## src/rtl/seg_scan_display.sv

```systemverilog
// Multiplexed common-anode 7-segment scanner: hex decode, decimal points,
// per-digit enable/blink, and an all-off dead window at the start of each digit slot.
module seg_scan_display #(
  parameter int NUM_DIGITS  = 4,
  parameter int CLK_HZ      = 100_000_000,
  parameter int SCAN_HZ     = 1600,
  parameter int DEAD_CYCLES = 16,
  parameter int BLINK_TICKS = 200
) (
  input  logic                    clock,
  input  logic                    reset,
  input  logic [4*NUM_DIGITS-1:0] digits,
  input  logic [NUM_DIGITS-1:0]   dp,
  input  logic [NUM_DIGITS-1:0]   digit_en,
  input  logic [NUM_DIGITS-1:0]   blink_en,
  output logic [7:0]              seg,
  output logic [NUM_DIGITS-1:0]   an,
  output logic                    frame_tick
);

  localparam int DIV     = CLK_HZ / SCAN_HZ;
  localparam int DIV_W   = (DIV > 1) ? $clog2(DIV) : 1;
  localparam int IDX_W   = (NUM_DIGITS > 1) ? $clog2(NUM_DIGITS) : 1;
  localparam int BLINK_W = (BLINK_TICKS > 1) ? $clog2(BLINK_TICKS) : 1;
  localparam int DEAD_W  = (DEAD_CYCLES > 0) ? $clog2(DEAD_CYCLES + 1) : 1;

  localparam logic [DIV_W-1:0]   DIV_LAST   = DIV_W'(DIV - 1);
  localparam logic [IDX_W-1:0]   IDX_LAST   = IDX_W'(NUM_DIGITS - 1);
  localparam logic [BLINK_W-1:0] BLINK_LAST = BLINK_W'(BLINK_TICKS - 1);
  localparam logic [DEAD_W-1:0]  DEAD_INIT  = DEAD_W'(DEAD_CYCLES);

  logic [DIV_W-1:0]      r_divCnt;
  logic [IDX_W-1:0]      r_idx;
  logic [DEAD_W-1:0]     r_deadCnt;
  logic [BLINK_W-1:0]    r_blinkCnt;
  logic                  r_phase;
  logic [7:0]            r_seg;
  logic [NUM_DIGITS-1:0] r_an;
  logic                  r_frameTick;

  logic                  w_tick;
  logic                  w_lastIdx;
  logic [3:0]            w_nib;
  logic [6:0]            w_code;
  logic                  w_visible;
  logic [NUM_DIGITS-1:0] w_anNext;

  assign w_tick    = (r_divCnt == DIV_LAST);
  assign w_lastIdx = (r_idx == IDX_LAST);
  assign w_nib     = digits[{r_idx, 2'b00} +: 4];
  assign w_visible = !(blink_en[r_idx] && !r_phase);

  // Active-low g..a patterns for the full hex range
  always_comb begin
    w_code = 7'h7F;
    case (w_nib)
      4'h0: w_code = 7'h40;
      4'h1: w_code = 7'h79;
      4'h2: w_code = 7'h24;
      4'h3: w_code = 7'h30;
      4'h4: w_code = 7'h19;
      4'h5: w_code = 7'h12;
      4'h6: w_code = 7'h02;
      4'h7: w_code = 7'h78;
      4'h8: w_code = 7'h00;
      4'h9: w_code = 7'h10;
      4'hA: w_code = 7'h08;
      4'hB: w_code = 7'h03;
      4'hC: w_code = 7'h46;
      4'hD: w_code = 7'h21;
      4'hE: w_code = 7'h06;
      4'hF: w_code = 7'h0E;
      default: w_code = 7'h7F;
    endcase
  end

  always_comb begin
    w_anNext = '1;
    for (int i = 0; i < NUM_DIGITS; i++) begin
      if (r_idx == IDX_W'(i) && digit_en[i]) w_anNext[i] = 1'b0;
    end
  end

  // Outputs are computed from the current scan state, so they trail it by one clock
  always_ff @(posedge clock or posedge reset) begin
    if (reset) begin
      r_divCnt    <= '0;
      r_idx       <= '0;
      r_deadCnt   <= DEAD_INIT;
      r_blinkCnt  <= '0;
      r_phase     <= 1'b1;
      r_seg       <= 8'hFF;
      r_an        <= '1;
      r_frameTick <= 1'b0;
    end else begin
      r_divCnt    <= w_tick ? '0 : r_divCnt + 1'b1;
      r_frameTick <= w_tick && w_lastIdx;
      if (w_tick) begin
        r_idx     <= w_lastIdx ? '0 : r_idx + 1'b1;
        r_deadCnt <= DEAD_INIT;
        if (r_blinkCnt == BLINK_LAST) begin
          r_blinkCnt <= '0;
          r_phase    <= ~r_phase;
        end else begin
          r_blinkCnt <= r_blinkCnt + 1'b1;
        end
      end else if (r_deadCnt != '0) begin
        r_deadCnt <= r_deadCnt - 1'b1;
      end
      if (r_deadCnt != '0) begin
        r_seg <= 8'hFF;
        r_an  <= '1;
      end else begin
        r_seg <= w_visible ? {~dp[r_idx], w_code} : 8'hFF;
        r_an  <= w_anNext;
      end
    end
  end

  assign seg        = r_seg;
  assign an         = r_an;
  assign frame_tick = r_frameTick;

endmodule

```

## config.mk

```make
export PLATFORM = sky130hd
export DESIGN_NAME = seg_scan_display
export DESIGN_NICKNAME = d
export VERILOG_FILES = /design/src/rtl/seg_scan_display.sv
export SDC_FILE = /design/constraint.sdc
export NUM_CORES = 1
export LEC_CHECK = 0
export ABC_AREA = 1
export CORE_ASPECT_RATIO = 0.8
export CORE_UTILIZATION = 54
export DETAILED_ROUTE_END_ITERATION = 8
export MAX_ROUTING_LAYER = met4
export PLACE_DENSITY_LB_ADDON = 0.1
export SETUP_SLACK_MARGIN = 0.5
export SLEW_MARGIN = 20
export SYNTH_ARGS = -nofsm -noshare
export SYNTH_HDL_FRONTEND = slang
export SYNTH_SLANG_ARGS = --single-unit
export TNS_END_PERCENT = 50
```

## constraint.sdc

```tcl
create_clock -name clock -period 2.2 [get_ports clock]
set_input_delay 0.22 -clock clock [delete_from_list [all_inputs] [get_ports clock]]
set_output_delay 0.22 -clock clock [all_outputs]
set_load 0.01 [all_outputs]
```

# --- Word-level counts from Yosys, hierarchy flattened ---
# Memory sizes are Yosys's and may differ from the RTL's.
# Index checks and enable logic that the tools add are counted.
word_totals:
  elab_cells: 49
  reg_bits: 45
  romBits: 112
  input_bits: 30
  memories: 1
  output_inout_bits: 13
op_classes:
  n_shift: 1
  eq_ne: 5
  bitwise_logic: 2
  n_mux: 16
  addsub: 4
  n_lt_le_gt_ge: 1
  n_reduce_logical: 11
memory_table:
  columns: ["name", "depth", "width", "read_ports", "rd_clocked_by_memory_dff", "wr", "line", "source"]
  rows:
  - ["(name not given)", 16, 7, 1, 0, 0, "56", "case (w_nib)"]
ops:
  columns: ["op", "count"]
  rows:
  - ["8-bit 2-to-1 mux", 3]
  - ["16-bit by 1-bit adder with 16-bit output (second input constant)", 1]
  - ["16-bit == test (second input constant)", 1]
  - ["16-bit 2-to-1 mux", 1]
  - ["16-bit by 5-bit variable part select with 4-bit output", 1]
  - ["5-bit 2-to-1 mux", 2]
  - ["8-bit by 1-bit adder with 8-bit output (second input constant)", 1]
  - ["8-bit == test (second input constant)", 1]
  - ["1-bit logical AND", 6]
  - ["1-bit 2-to-1 mux", 6]
  - ["5-bit nonzero test", 1]
  - ["5-bit by 1-bit subtractor with 5-bit output (second input constant)", 1]
  - ["1-bit binary-select mux with 2-bit select", 2]
  - ["2-bit == test (second input constant)", 2]
  - ["4-bit 2-to-1 mux", 1]
  - ["2-bit by 3-bit less-than comparator with 1-bit output (second input constant)", 1]
  - ["2-bit by 1-bit adder with 2-bit output (second input constant)", 1]
  - ["2-bit by 1-bit == test with 1-bit output (second input constant)", 1]
  - ["2-bit logical NOT", 1]
  - ["2-bit 2-to-1 mux", 1]
  - ["1-bit NOT", 2]
  - ["2-bit AND reduction", 1]
  - ["2-bit nonzero test", 1]
  - ["1-bit logical NOT", 1]

# --- Longest topological paths before layout ---
# Gate-level depths: netlist of run 1.
logic_depth:
  depth_word: 5
  ltp_mapped: 11
  depth_no_buf: 10

# --- Worst setup path before layout of run 1 ---
# OpenSTA, ideal clock, no wires.
synth_timing:
  path_type: "reg2reg"
  from: "register r_idx[0]"
  to: "register r_seg[0], in the netlist seg[0]"
  setup_time_ns: 0.086
  arrival_time_ns: 1.483
  n_path_buf: 1
  period_less_slack_ns: 1.568
  required_ns: 2.114
  path_slack_ns: 0.632
  stages_incl_launch_ff: 12
  cell_sequence: "dfrtp_1 inv_2 buf_6 nand2_1 nand3_1 nand2_1 inv_1 ha_1 nand3_1 nor2_1 nor2_1 nand3_1"
synth_between:
  elab_chain_cells: 5
  word_cells_on_any_way: 7
  cone_classes: "1 x shift; 4 x mux; 1 x reduce/logical; 1 x memory"
synth_lines:
  columns: ["element", "line", "source"]
  rows:
  - ["start: declaration", "33", "logic [IDX_W-1:0] r_idx;"]
  - ["start signal: assignment", "99", "r_idx <= w_lastIdx ? '0 : r_idx + 1'b1;"]
  - ["branches (longest 3 deep; another with memory 16 x 7 bit)", null, null]
  - ["8-bit 2-to-1 mux (*)", "114", "r_seg <= w_visible ? {~dp[r_idx], w_code} : 8'hFF;"]
  - ["8-bit 2-to-1 mux (*)", "110", "if (r_deadCnt != '0) begin"]
  - ["end signal: assignment", "114", null]
  - ["end: declaration", "37", "logic [7:0] r_seg;"]
# Mark *: on every way between the ends. The select of a mux whose other input is x is not followed.
# A chain may end at the register's enable or synchronous reset.

# --- Worst setup path after layout of run 1 ---
# Same ends and word-level chain as after synthesis.

==> summary.md, run 1 <==
| Metric | Value |
|---|---|
| Outcome | complete, no violations |
| Clock skew | 0.00748 ns |
| RePlAce Congestion | 0.870 |
| Wl on met1 | 2.81 mm |
| Worst-Skew Late Latency | 0.30 ns |
| R2r endpoint | seg[0] |
| DR WL met2 | 2.51 mm |
| Yosys top cell area share | 28.9% |
| Finished Core Util | 70.7% |
| I/O Buffers | 42 |
| RR Startpoint | r_idx[0] |
| Setup Viol. Count Final | 0 |
| Htree depth | 2 |
| Initial antenna violation count | 0 |
| CP required | 2.42 ns |
| Unrepaired setup endpoints after global routing | no |
| Num CTS Buffers | 5 |
| Most common cell on crit path | nand3_1 |
| DR vias | 2354 |
| Top sig layer | met4 |
| Max Cap Viol | 0 |
| Yosys cell types | 28 |
| Mapped Area | 2690 um^2 |
| Num Clock Sinks | 45 |
| Num rows | 22 |
| Slowest stage cell on the critical path | dfrtp_1 |
| HPWL Detailed | 4.25 mm |
| Worst slew pin tran | 0.493 ns |
| Final-report hold violation count | 0 |
| First-pass GRT wire length | 9.57 mm |
| Final global-route overflow total | 0 |
| Post-synth ARST share | 100% |
| Detailed router's first-iteration violation count | 177 |
| Tightest Hold Check Type | input port to async pin |
| Dominant cells by area after synthesis | dfrtp_1 29%, dfstp_2 14%, nand2_1 13% |
| Final worst path period share | 73.1% |
| Die area | 5270 um^2 |
| R2R cell count | 10 |
| Gr usage total | 24.2% |
| Core area | 4680 um^2 |
| CTS root buf | clkbuf_8 |
| Drt first pass iters | 4 |
| Clock buffer depth | 2 |
| Critical-path maximum fanout | 14 |
| Io pins | 43 |
| Syn Inst Count | 345 |
| Post-synth EDFFs | 0 |
| Worst setup EP type | flop |
| Worst setup path class | flop to flop |
| Ant diodes | 0 |
| Hold slack | 0.261 ns |
| Vias in the first global route | 2142 |
| Detailed-route wire length per cell | 12.5 um |
| Number of buffers and inverters on the critical path | 2 |
| Metal3 WL | 303 um |
| Peak Freq | 0.622 GHz |
| Number of remaining DRC errors | 0 |
| Die width | 80.9 um |
| CP Data Arrival Time | 1.83 ns |
| Most used DFF post-synth | dfrtp_1 |
| Sequential area share after synthesis | 42.5% |
| Setup TNS | 0 ns |
| Syn Area/Cell | 7.79 um^2 |
| Pwr per Cell Area | 475 nW/um^2 |
| Total wire length | 5.71 mm |
| Post-synthesis register bit count | 45 |
| Worst-path clk slew | 0.09 ns |
| Final nets | 439 |
| Overall power | 1.57 mW |
| Startpoint Class | flop |
| Post-Syn Nets | 388 |
| Yosys top cell by area | dfrtp_1 |
| Routed vias/inst | 5.15 |
| Setup slack, reg-to-reg | 0.59 ns |
| Relative slew slack | 67.1% |
| Die Span Y | 65.1 um |
| Initial core utilization | 57.5% |
| Peak supply drop | 0.433 mV |
| Area growth, synth to finish | 23.0% |
| Delay-heaviest family, CP | simple AND/OR/NAND/NOR gates |
| Final min period | 1.61 ns |
| Layout cells sized above 1 | 15.1% |
| Max-slew violation count | 0 |
| Largest net degree at the start of global routing | 26 |
| Max stage delay on crit path | 0.43 ns |
| CTS tree | yes |
| Leak | 1.65 nW |
| DRT antenna net count | 0 |
| Synth warnings | 0 |
| Layout fillers | 392 |
| Worst path cell trace | buf_6 > nand2_1 > nand3_1 > nand2_2 > inv_2 > ha_2 > nand3_1 > nor2_1 > nor2_1 > nand3_1 |
[metrics by stage]
stage                     std cells  worst slack, ns  instance area [um^2]
final                           457            0.592                  3310
after global placement          446            0.495                  3160
after detailed placement        446            0.426                  3160
after CTS                       454            0.507                  3270
after floorplan                 345            0.632                  2690
after global routing            457            0.489                  3310
[cells in the final DEF, fill, tap and decap left out, types with 2 or more instances in the layout]
cell type	Yosys	final
inv_2	5	6
a21oi_1	2	2
ha_1	13	12
nor2_1	36	36
nand4_1	5	5
xor2_1	8	8
nand2_2	6	8
nand3_1	44	44
buf_4	0	5
nand3_2	5	5
nor3_1	7	7
inv_4	0	2
dfstp_2	14	14
xnor2_1	3	3
nand2_1	92	90
dfrtp_1	31	30
inv_1	42	39
o21ai_0	13	13
clkdlybuf4s50_1	0	42
clkbuf_8	0	7
nor2_4	3	4
nor2_2	3	2
[state kept, by name (all words and copies together) (netlist names)]
| name | flops |
|---|---|
| r_idx | 2 |
| r_deadCnt | 5 |
| r_blinkCnt | 8 |
| seg | 8 |
| an | 4 |
| frame_tick | 1 |
| r_divCnt | 16 |
| r_phase | 1 |
[cell usage after synthesis, types with 2 or more instances]
cell type / number
nor2_4: 3
o21ai_0: 13
dfrtp_1: 31
nand3_2: 5
nand2_1: 92
nand2_2: 6
nand4_1: 5
xor2_1: 8
buf_6: 4
inv_1: 42
nand3_1: 44
nor2_2: 3
a21oi_1: 2
dfstp_2: 14
ha_1: 13
inv_2: 5
nor2_1: 36
nor3_1: 7
xnor2_1: 3
[cells by family (layout without fill, tap and decap cells)]
logic type	after synthesis	in the layout	synth area share (%)
simple gates	205	205	35.5
buf+inv	51	103	8.24
flops	45	45	42.5
compound gates	20	20	4.10
fa+ha+maj	13	13	6.05
xor+xnor	11	11	3.58
[repair_timing]
| action | 4_1_cts | 5_1_grt |
|---|---|---|
| pin swaps | 0 | 3 |
| hold buffers | 0 | 0 |
| gates cloned | 0 | 0 |
| endpoints found under the setup margin | 3 | 9 |
| gates resized for setup | 2 | 8 |
| setup buffers | 0 | 3 |
[report_power, final]
group,switching [mW],internal (mW),total [mW]
Sequential,0.00299,0.847,0.850
Clock,0.276,0.284,0.560
Combinational,0.0735,0.0890,0.162
[final cells by class]
cell class              count  area, um^2  share of cell area (%)
clock buffers               7        96.3                    2.91
clock inverters             1        5.00                   0.151
inverters                  47         181                    5.48
multi-input cells         249        1340                    40.4
flip-flops and latches     45        1140                    34.6
well taps                  60        75.1                    2.27
repair buffers             48         469                    14.2
[how the worst max path moves through the flow]
stage / start / to / slack (ns) / cells past startpoint
after floorplan: r_idx[0] / seg[0] / 0.63 / 11
after global placement: r_idx[1] / seg[0] / 0.49 / 9
after detailed placement: r_idx[1] / seg[0] / 0.43 / 9
after CTS: r_idx[0] / seg[0] / 0.51 / 10
after global routing: r_idx[0] / seg[0] / 0.49 / 10
final: r_idx[0] / seg[0] / 0.59 / 10
[per-layer routing]
layer	up-vias	global-route usage, %
li1	1193	-
met1	1092	34.4
met2	56	35.4
met3	13	4.58
met4	0	6.70
met5	-	-
Note: power is estimated with default switching activity, not from simulation.
==> run 2: changes to the inputs <==
- clock period: 2.2 -> 1.55 ns (I/O delays scaled with it)
==> run 2 against run 1 <==
Compared with the run above: clock-buffer cell count unchanged; the run now ends with negative setup slack left; via count increased by 21%; highest routed layer unchanged; global-route usage increased by 5.6 points; critical path type unchanged.
==> summary.md, run 2 (synthesis results as in run 1) <==
| Metric | Value |
|---|---|
| Num CTS Buffers | 5 (unchanged) |
| Ant diodes | 0 (unchanged) |
| Worst setup EP type | flop (unchanged) |
| Leading cell types in the layout, fill and taps excluded | 68 x nand2_1, 31 x inv_1, 29 x clkdlybuf4s50_1, 28 x buf_4, 25 x buf_6 (was 90 x nand2_1, 44 x nand3_1, 42 x clkdlybuf4s50_1, 39 x inv_1, 36 x nor2_1) |
| Final nets | 481 (was 439) |
| Die width | 80.9 um (unchanged) |
| CTS root buf | clkbuf_8 (unchanged) |
| Setup Viol. Count Final | 2 (was 0) |
| Slowest stage cell on the critical path | dfrtp_2 (was dfrtp_1) |
| Max stage delay on crit path | 0.44 ns (was 0.43 ns) |
| Number of remaining DRC errors | 0 (unchanged) |
| Unrepaired setup endpoints after global routing | yes (was no) |
| Worst-path clk slew | 0.09 ns (about the same) |
| Num Clock Sinks | 45 (unchanged) |
| Critical-path maximum fanout | 6 (was 14) |
| HPWL Detailed | 4.32 mm (was 4.25 mm) |
| Startpoint Class | flop (unchanged) |
| Io pins | 43 (unchanged) |
| Clock skew | 0.0160 ns (was 0.00748 ns) |
| Delay-heaviest family, CP | simple AND/OR/NAND/NOR gates (unchanged) |
| Initial antenna violation count | 0 (unchanged) |
| Max-slew violation count | 0 (unchanged) |
| First-pass GRT wire length | 11.6 mm (was 9.57 mm) |
| Max Cap Viol | 0 (unchanged) |
| Num rows | 22 (unchanged) |
| Final min period | 1.56 ns (was 1.61 ns) |
| Multi-input logic area | 1820 um^2 (was 1340 um^2) |
| Leak | 2.02 nW (was 1.65 nW) |
| Top reg by flops | r_divCnt (unchanged) |
| DR vias | 2838 (was 2354) |
| Setup TNS | -0.0182 ns (was 0 ns) |
| Number of buffers and inverters on the critical path | 3 (was 2) |
| Tightest Hold Check Type | input port to async pin (unchanged) |
| I/O Buffers | 42 (unchanged) |
| Layout cells sized above 1 | 44.9% (was 15.1%) |
| CP required | 1.78 ns (was 2.42 ns) |
| Die area | 5270 um^2 (unchanged) |
| Drt first pass iters | 5 (was 4) |
| Initial core utilization | 57.5% (unchanged) |
| Register area | 1150 um^2 (was 1140 um^2) |
| CP Data Arrival Time | 1.79 ns (was 1.83 ns) |
| Die Span Y | 65.1 um (unchanged) |
| Relative slew slack | 66.7% (was 67.1%) |
| Gr usage total | 29.8% (was 24.2%) |
| Peak supply drop | 0.381 mV (was 0.433 mV) |
| Final-report hold violation count | 0 (unchanged) |
| Routed vias/inst | 5.69 (was 5.15) |
| Detailed-route wire length per cell | 17.7 um (was 12.5 um) |
| Worst-Skew Late Latency | 0.30 ns (about the same) |
| Total wire length | 8.85 mm (was 5.71 mm) |
| Number of flip-flops in the largest register | 16 (unchanged) |
| Final global-route overflow total | 0 (unchanged) |
| Commonest non-fill, non-tap cell in the layout | nand2_1 (unchanged) |
| Peak Freq | 0.639 GHz (was 0.622 GHz) |
| Finished Core Util | 90.4% (was 70.7%) |
| Largest net degree at the start of global routing | 46 (was 26) |
| Worst path cell trace | buf_6 > nand2_2 > nand3_2 > nand2_4 > inv_4 > buf_12 > ha_4 > nand3_2 > nand2_1 > nand2_1 > nand3_1 (was buf_6 > nand2_1 > nand3_1 > nand2_2 > inv_2 > ha_2 > nand3_1 > nor2_1 > nor2_1 > nand3_1) |
| Outcome | finished with violations (was complete, no violations) |
| PnR worst setup slack | -0.0139 ns (was 0.592 ns) |
| DRT antenna net count | 0 (unchanged) |
| Core area | 4680 um^2 (unchanged) |
| Layout fillers | 206 (was 392) |
| Worst setup path class | flop to flop (unchanged) |
| Pwr per Cell Area | 525 nW/um^2 (was 475 nW/um^2) |
| Clock buffer depth | 2 (unchanged) |
| Failing checks | negative setup slack |
| Final worst path period share | 101% (was 73.1%) |
| Htree depth | 2 (unchanged) |
| Area growth, synth to finish | 57.3% (was 23.0%) |
| Detailed router's first-iteration violation count | 190 (was 177) |
| CTS tree | yes (unchanged) |
| Vias in the first global route | 2467 (was 2142) |
| RePlAce Congestion | 0.887 (was 0.870) |
| Setup slack, reg-to-reg | -0.01 ns (was 0.59 ns) |
| Worst slew pin tran | 0.496 ns (was 0.493 ns) |
==> run 2: cell types whose count changed in the layout (fill, tap and decap cells not counted), sizes merged <==
cell and change:
nand2 +2, clkinv -1, inv -1, clkbuf +1, clkinvlp +2, buf +52, clkdlybuf4s50 -13
==> run 2: area by class of cell <==
cell class | count | share of cell area, %
inverters | 47 | 4.79
repair buffers | 88 | 21.3
clock inverters | 1 | 0.177
multi-input cells | 251 | 42.9
well taps | 60 | 1.77
clock buffers | 7 | 1.80
flip-flops and latches | 45 | 27.3
==> run 2: worst paths after layout <==
check                            start      endpoint  depth (start not counted)
setup / recovery              r_idx[0]        seg[6]                         11
hold / removal                   reset  r_deadCnt[3]                          3
setup reg to reg              r_idx[0]        seg[6]                         11
hold reg to reg                r_phase       r_phase                          2
max in group asynchronous        reset  r_deadCnt[4]                          3
min in group clock         digit_en[3]         an[3]                          2
==> run 2: repair_timing <==
item | CTS | global route
setup buffers | 23 | 13
pin swaps | 19 | 30
gates cloned | 2 | 2
resized for setup | 113 | 78
setup endpoints to repair | 57 | 56
hold buffers | 0 | 0
==> run 2: tightest hold or removal path, cell delays in order <==
cell and delay, ns:
clkdlybuf4s50_1 0.44, clkinvlp_4 0.10, buf_12 0.24
==> run 2: through the flow <==
stage                     worst slack (ns)  hold WS, ns  std cells  instance area (um^2)  power, mW
after floorplan                     0.0569        0.160        345                  2800       1.33
after global placement             -0.0201        0.466        451                  3340       1.47
after detailed placement           -0.0118        0.468        451                  3340       1.47
after CTS                           0.0697        0.271        484                  3820       2.20
after global routing               -0.0955        0.277        499                  4230       2.30
final                              -0.0139        0.252        499                  4230       2.22
==> run 2: power breakdown <==
part           total [mW]  internal (mW)  switching (mW)
Clock               0.729          0.320           0.409
Sequential           1.21           1.20         0.00832
Combinational       0.281          0.152           0.129
==> run 2: metal layers <==
metal	vias to the layer above	track usage [%]	share of wire, %
li1	1283	-	-
met1	1378	40.7	43
met2	138	45.9	48
met3	39	5.00	6.1
met4	0	8.93	3.7
met5	-	-	0
